--- config.mk ---
export PLATFORM = sky130hd
export DESIGN_NAME = juego_boton_debounce_flat
export DESIGN_NICKNAME = d
export VERILOG_FILES = /design/src/rtl/juego_boton_debounce_if.sv /design/src/rtl/juego_boton_debounce.sv /design/src/flat_wrapper.sv
export SDC_FILE = /design/constraint.sdc
export NUM_CORES = 1
export LEC_CHECK = 0
export CAP_MARGIN = 20
export CORE_UTILIZATION = 40
export DETAILED_ROUTE_END_ITERATION = 8
export PLACE_DENSITY_LB_ADDON = 0.05
export REMOVE_ABC_BUFFERS = 1
export SLEW_MARGIN = 15
export SYNTH_ARGS = -nofsm -noshare
export SYNTH_HDL_FRONTEND = slang
export SYNTH_SLANG_ARGS = --single-unit
--- constraint.sdc ---
create_clock -name clock -period 2.4 [get_ports clock]
set_input_delay 0.6 -clock clock [delete_from_list [all_inputs] [get_ports clock]]
set_output_delay 0.6 -clock clock [all_outputs]
set_load 0.02 [all_outputs]
--- src/rtl/juego_boton_debounce_if.sv ---
// Button/game-core boundary for juego_boton_debounce: raw buttons in, press pulses and levels out.
// The board side uses master; the debouncer uses slave.
interface juego_boton_debounce_if;
    logic BotonA;
    logic BotonB;
    logic PulsoA;
    logic PulsoB;
    logic NivelA;
    logic NivelB;

    modport master (
        output BotonA, BotonB,
        input  PulsoA, PulsoB, NivelA, NivelB
    );

    modport slave (
        input  BotonA, BotonB,
        output PulsoA, PulsoB, NivelA, NivelB
    );
endinterface

--- src/rtl/juego_boton_debounce.sv ---
// Two-channel push-button synchroniser and debouncer feeding the LED game core.
// Optional macro BOTON_EXCLUSIVE_EN: when both channels commit a press together, only PulsoA fires.
module juego_boton_debounce #(
    parameter int DEBOUNCE_CYCLES = 4,  // >= 2
    parameter int CNT_W           = 20  // 2**CNT_W > DEBOUNCE_CYCLES
) (
    input  logic                  clock,
    input  logic                  Reset,
    juego_boton_debounce_if.slave bus
);

    typedef enum logic [1:0] {
        IDLE,
        CHK_PRESS,
        PRESSED,
        CHK_REL
    } state_t;

    localparam logic [CNT_W-1:0] CNT_LAST = CNT_W'(DEBOUNCE_CYCLES - 1);
    localparam logic [CNT_W-1:0] CNT_ONE  = CNT_W'(1);

    // Channel 0 is A, channel 1 is B throughout.
    logic [1:0]       raw;
    logic [1:0]       sync1;
    logic [1:0]       sync2;
    state_t           state_q   [2];
    state_t           state_nx  [2];
    logic [CNT_W-1:0] cnt_q     [2];
    logic [CNT_W-1:0] cnt_nx    [2];
    logic [1:0]       nivel_q;
    logic [1:0]       nivel_nx;
    logic [1:0]       pulso_q;
    logic [1:0]       pulso_hit;
    logic [1:0]       pulso_nx;

    assign raw = {bus.BotonB, bus.BotonA};

    // NOTE: every register below uses non-blocking assignment so all flops
    // sample the values from before the edge; blocking here would collapse
    // the two-flop synchroniser into a single stage.
    always_ff @(posedge clock) begin
        if (!Reset) begin
            sync1 <= '0;
            sync2 <= '0;
        end else begin
            sync1 <= raw;
            sync2 <= sync1;
        end
    end

    always_ff @(posedge clock) begin
        if (!Reset) begin
            for (int ch = 0; ch < 2; ch++) begin
                state_q[ch] <= IDLE;
                cnt_q[ch]   <= '0;
            end
            nivel_q <= '0;
            pulso_q <= '0;
        end else begin
            for (int ch = 0; ch < 2; ch++) begin
                state_q[ch] <= state_nx[ch];
                cnt_q[ch]   <= cnt_nx[ch];
            end
            nivel_q <= nivel_nx;
            pulso_q <= pulso_nx;
        end
    end

    always_comb begin
        // NOTE: defaults first so every path assigns every output and no
        // latch is inferred; the pulse default of 0 is what makes it one cycle.
        pulso_hit = '0;
        nivel_nx  = nivel_q;
        for (int ch = 0; ch < 2; ch++) begin
            state_nx[ch] = state_q[ch];
            cnt_nx[ch]   = cnt_q[ch];

            unique case (state_q[ch])
                IDLE: begin
                    if (sync2[ch]) begin
                        state_nx[ch] = CHK_PRESS;
                        cnt_nx[ch]   = CNT_ONE;
                    end else begin
                        cnt_nx[ch]   = '0;
                    end
                end
                CHK_PRESS: begin
                    if (!sync2[ch]) begin
                        state_nx[ch] = IDLE;
                        cnt_nx[ch]   = '0;
                    end else if (cnt_q[ch] == CNT_LAST) begin
                        state_nx[ch]  = PRESSED;
                        cnt_nx[ch]    = '0;
                        nivel_nx[ch]  = 1'b1;
                        pulso_hit[ch] = 1'b1;
                    end else begin
                        cnt_nx[ch]   = cnt_q[ch] + CNT_ONE;
                    end
                end
                PRESSED: begin
                    if (!sync2[ch]) begin
                        state_nx[ch] = CHK_REL;
                        cnt_nx[ch]   = CNT_ONE;
                    end
                end
                CHK_REL: begin
                    // A bounce back high during release is not a new press.
                    if (sync2[ch]) begin
                        state_nx[ch] = PRESSED;
                        cnt_nx[ch]   = '0;
                    end else if (cnt_q[ch] == CNT_LAST) begin
                        state_nx[ch] = IDLE;
                        cnt_nx[ch]   = '0;
                        nivel_nx[ch] = 1'b0;
                    end else begin
                        cnt_nx[ch]   = cnt_q[ch] + CNT_ONE;
                    end
                end
                default: begin
                    state_nx[ch] = IDLE;
                    cnt_nx[ch]   = '0;
                end
            endcase
        end

`ifdef BOTON_EXCLUSIVE_EN
        // B's simultaneous pulse is dropped, not deferred; its level still commits.
        pulso_nx = {pulso_hit[1] & ~pulso_hit[0], pulso_hit[0]};
`else
        pulso_nx = pulso_hit;
`endif
    end

    assign bus.PulsoA = pulso_q[0];
    assign bus.PulsoB = pulso_q[1];
    assign bus.NivelA = nivel_q[0];
    assign bus.NivelB = nivel_q[1];

endmodule

--- src/flat_wrapper.sv ---
// flat-port wrapper written by rule: the top's interface ports become plain ports
module juego_boton_debounce_flat 
#(
    parameter int DEBOUNCE_CYCLES = 4,         
    parameter int CNT_W           = 20                               
)
  (clock, Reset, bus_BotonA, bus_BotonB, bus_PulsoA, bus_PulsoB, bus_NivelA, bus_NivelB);
  juego_boton_debounce_if bus_i ();
  input  logic clock;
  input  logic Reset;
  input wire logic [$bits(bus_i.BotonA)-1:0] bus_BotonA;
  input wire logic [$bits(bus_i.BotonB)-1:0] bus_BotonB;
  output wire logic [$bits(bus_i.PulsoA)-1:0] bus_PulsoA;
  output wire logic [$bits(bus_i.PulsoB)-1:0] bus_PulsoB;
  output wire logic [$bits(bus_i.NivelA)-1:0] bus_NivelA;
  output wire logic [$bits(bus_i.NivelB)-1:0] bus_NivelB;
  assign bus_i.BotonA = bus_BotonA;
  assign bus_i.BotonB = bus_BotonB;
  assign bus_PulsoA = bus_i.PulsoA;
  assign bus_PulsoB = bus_i.PulsoB;
  assign bus_NivelA = bus_i.NivelA;
  assign bus_NivelB = bus_i.NivelB;
  juego_boton_debounce #(.DEBOUNCE_CYCLES(DEBOUNCE_CYCLES), .CNT_W(CNT_W)) u_core (.clock(clock), .Reset(Reset), .bus(bus_i));
endmodule
Word level (Yosys, flattened, before mapping)
Memories as Yosys holds them, arrays and structs flattened.
Index checks and enable logic that the tools add are counted.
{ "totals": {"register_bits": 8, "ram_bits": 44, "in_bits": 4, "output_inout_bits": 4, "word_cells": 82, "memories": 2} }
{ "op_classes": {"n_addsub": 2, "eq_ne": 16, "muxes": 44, "bitwise_logic": 4, "n_reduce_logical": 8} }
{ "mem_list": {"columns": ["memory", "depth", "word_bits", "read_ports", "rd_ports_with_merged_regs", "write_ports", "line", "source"], "rows": [
  ["u_core.cnt_q", 2, 20, 2, 0, 2, "juego_boton_debounce.sv:28", "logic [CNT_W-1:0] cnt_q [2];"],
  ["u_core.state_q", 2, 2, 2, 0, 2, "juego_boton_debounce.sv:26", "state_t state_q [2];"]
]} }
{ "ops": {"columns": ["op", "n"], "rows": [
  ["2-to-1 mux 20 bit", 10],
  ["case mux 20 bit (4 select lines)", 2],
  ["adder 20 x 1 -> 20 bit (second input constant)", 2],
  ["== test 20 x 2 -> 1 bit (second input constant)", 2],
  ["2-to-1 mux 2 bit", 14],
  ["case mux 2 bit (4 select lines)", 2],
  ["2-to-1 mux 1 bit", 14],
  ["!= test 2 x 1 -> 1 bit (second input constant)", 6],
  ["AND reduction 5 bit", 2],
  ["== test 2 bit (second input constant)", 4],
  ["AND reduction 3 bit", 2],
  ["== test 2 x 1 -> 1 bit (second input constant)", 2],
  ["logical NOT 2 bit", 2],
  ["!= test 2 bit (second input constant)", 2],
  ["OR 1 bit", 4],
  ["case mux 1 bit (2 select lines)", 2],
  ["nonzero test 2 bit", 2]
]} }

Depth between registers and ports, before layout
An unclocked memory read counts as a cell.
{ "logic_depth": {"word_depth": 6, "ltp_mapped": 8, "depth_no_buf": 7} }

Worst setup path before layout
No wires, ideal clock.
{ "synth_path": {"path_kind": "reg2reg", "start": "memory u_core.cnt_q[1][0] (netlist: u_core.cnt_q[0][20])", "end": "memory u_core.cnt_q[1][18] (netlist: u_core.cnt_q[0][38])", "t_arrival_ns": 1.618, "t_required_ns": 2.285, "setup_slack_ns": 0.668, "stages_incl_launch_ff": 8, "n_path_buf": 1, "synth_period_minus_slack_ns": 1.732, "path_cell_list": "dfxtp_1 > ha_1 > nor4b_1 > nand2_1 > o31a_2 > o21ai_4 > buf_6 > nor2_1"} }
{ "synth_lines": {"columns": ["item", "line"], "rows": [
  ["from (decl)", "juego_boton_debounce.sv:28"]
]} }

==> results.md <==
- Post-synth EDFFs: 0
- R2R cell count: 6
- Post-CTS setup buffer count: 0
- Cell taking the most area after synthesis: dfxtp_1
- Outcome: finished with violations
- DRT iter0 DRCs: 76
- Root buffer cell: clkbuf_8
- Final Hold Fails: 0
- GRT overflow: 0
- Relative slew margins: 58.1%
- Die area: 0.00706 mm2
- CP endpoint kind: flop
- Global-route usage over all layers: 17.3%
- Die X-Extent: 84.0 um
- Synth Area per Inst: 8.18 um2
- Most numerous cell in the Yosys netlist: dfxtp_1
- DRC Markers: 2
- Wirelength per Cell: 13.8 um
- Ant. Diodes: 0
- Final Skew: 0.00642 ns
- Routability cong.: 0.749
- Power per cell area: 552 mW/mm2
- Final #Nets: 346
- Failing checks: design-rule violations
- Area after DPL: 0.00282 mm2
- Warnings from Yosys: 0
- Fraction of layout cells with a size suffix above 1: 5.67%
- TritonCTS clock tree: yes
- Critical Path RT: 2.60 ns
- Post-synthesis sequential area ratio: 38.7%
- Port bufs: 7
- Core area: 0.00642 mm2
- Share of the synthesized area in the top cell type: 38.7%
- Synth top area cells: dfxtp_1, nor2_1, nand2_1
- Unrepaired setup endpoints after global routing: no
- Leading cell types by count after synthesis: dfxtp_1, nor2_1, nand2_1, nand3_1, o21ai_0
- Fmax achieved: 489 MHz
- Fin crit period: 2.05 ns
- Detail Route Antenna Nets: 0
- H-tree depth: 2
- Max Slew Vio Count: 0
- Synthesis-to-finish area growth: 8.69%
- Finished layout cell area: 0.00293 mm2
- Setup TNS: 0 ns
- DR vias/cell: 5.45
- Die Span Y: 84.0 um
- CTS Buffer Depth: 2
- Skew-Pair Late Insertion Delay: 0.31 ns
- Min-Delay Path Class: reg -> reg
- Largest net degree at the start of global routing: 22
- Io pins: 8
- Final period utilization: 85.3%
- Arrival time of the worst setup path: 2.25 ns
- DR pass1 iterations: 6
- First-pass GRT wire length: 9730 um
- Post-synth cell types: 45
- Crit Path Class: reg -> reg
- Vias in the first global route: 2073
- Post-synthesis sequential element count: 52
- Synth async-reset ratio: 0%
- Hold path cells: 1
- Initial antenna violation count: 0
- Setup slack after layout: 0.353 ns
- Crit path launch type: flop
- DP HPWL: 4070 um
- Peak supply drop: 244 uV
- Core Util, Final: 45.5%
- Leakage: 0.962 nW
- Initial core utilization: 41.9%
- CTS buffer count: 5
- Least-Margin Pin Slew: 0.623 ns
- Ys flop type: dfxtp_1
- Clk pin slew, worst setup/hold paths: 0.09 ns
- DR vias: 2246
- Pre-CTS WS: 0.397 ns
- Hold_buf cts: 0
- Final setup viols: 0
- Syn Inst Count: 329
- Post-cts sizing count: 0
- MaxCap Viol Count: 0
- Worst-path fanout max: 6
- Synthesized cell area: 0.00269 mm2
- Sinks on Clock Net: 52
- Row Count: 29
- Total Wirelength: 5670 um
==> sequential cells by signal, summed over array words and instances (netlist names), named ones only <==
signal          flops
u_core.nivel_q      2
u_core.state_q      2
u_core.pulso_q      2
u_core.sync1        2
u_core.sync2        2
u_core.cnt_q       40
==> metrics by stage <==
| stage | total power [mW] | cells | hold slack [ns] |
|---|---|---|---|
| final | 1.62 | 412 | 0.444 |
| after global routing | 1.69 | 412 | 0.458 |
| after CTS | 1.64 | 412 | 0.448 |
| after detailed placement | 1.03 | 404 | 0.422 |
| after global placement | 1.03 | 404 | 0.413 |
| after floorplan | 0.993 | 315 | 0.412 |
==> cell families (layout without fill, tap and decap cells) <==
logic type	Yosys count	count (layout)	share of synthesized area [%]
compound gates	44	44	10.6
xor+xnor	24	24	7.81
fa+ha+maj	8	8	3.72
buf+inv	23	29	4.14
flops	52	52	38.7
mux	4	4	1.49
simple gates	174	174	33.6
==> cells in the final DEF (no fill, tap or decap), drive strengths merged, types with 4 or more instances in the layout <==
cell and count:
a21oi 6, a31oi 6, and2 8, and3 7
and4 7, buf 5, clkbuf 6, clkdlybuf4s50 7
dfxtp 52, ha 8, inv 8, mux2i 4
nand2 34, nand3 21, nand4 9, nor2 42
nor3 17, nor4 11, nor4b 5, o21ai 20
xnor2 13, xor2 11
==> area by class of cell <==
| type | instances | area [um2] |
|---|---|---|
| Timing Repair Buffer | 12 | 108 |
| Tap cell | 77 | 96.3 |
| Fill cell | 661 | 3500 |
| Multi-Input combinational cell | 254 | 1540 |
| Clock buffer | 6 | 72.6 |
| Inverter | 9 | 33.8 |
| Clock inverter | 2 | 35.0 |
| Sequential cell | 52 | 1040 |
==> critical path, cell delays in order, from the launching register on <==
cell	delay (ns)
dfxtp_1	0.43
ha_1	0.19
nor4b_1	0.24
nand2_1	0.14
nor3_1	0.54
nor4b_1	0.32
nor3_1	0.08
==> power by group <==
part           switching [mW]  total, mW  leakage (nW)  internal [mW]
registers              0.0194      0.897         0.420          0.878
clock network           0.293      0.604        0.0552          0.310
logic                  0.0650      0.114         0.487         0.0494
==> path summary, 6_finish.rpt <==
kind                                    startpoint                              to  slack [ns]
hold / removal          u_core.sync1[1]$_SDFF_PN0_      u_core.sync2[1]$_SDFF_PN0_        0.44
setup reg to reg  u_core.cnt_q[0][20]$_SDFFE_PN0N_  u_core.nivel_q[1]$_SDFFE_PN0P_        0.35
setup / recovery  u_core.cnt_q[0][20]$_SDFFE_PN0N_  u_core.nivel_q[1]$_SDFFE_PN0P_        0.35
hold reg to reg         u_core.sync1[1]$_SDFF_PN0_      u_core.sync2[1]$_SDFF_PN0_        0.44
==> per-layer routing <==
metal | global-route usage [%] | part of all wire, % | up-vias
met1 | 21.1 | 48 | 1041
li1 | - | - | 1172
met2 | 29.3 | 47 | 25
met5 | 0 | 0 | -
met4 | 6.11 | 1.6 | 0
met3 | 4.45 | 2.6 | 8
(Power assumes the default switching activity.)
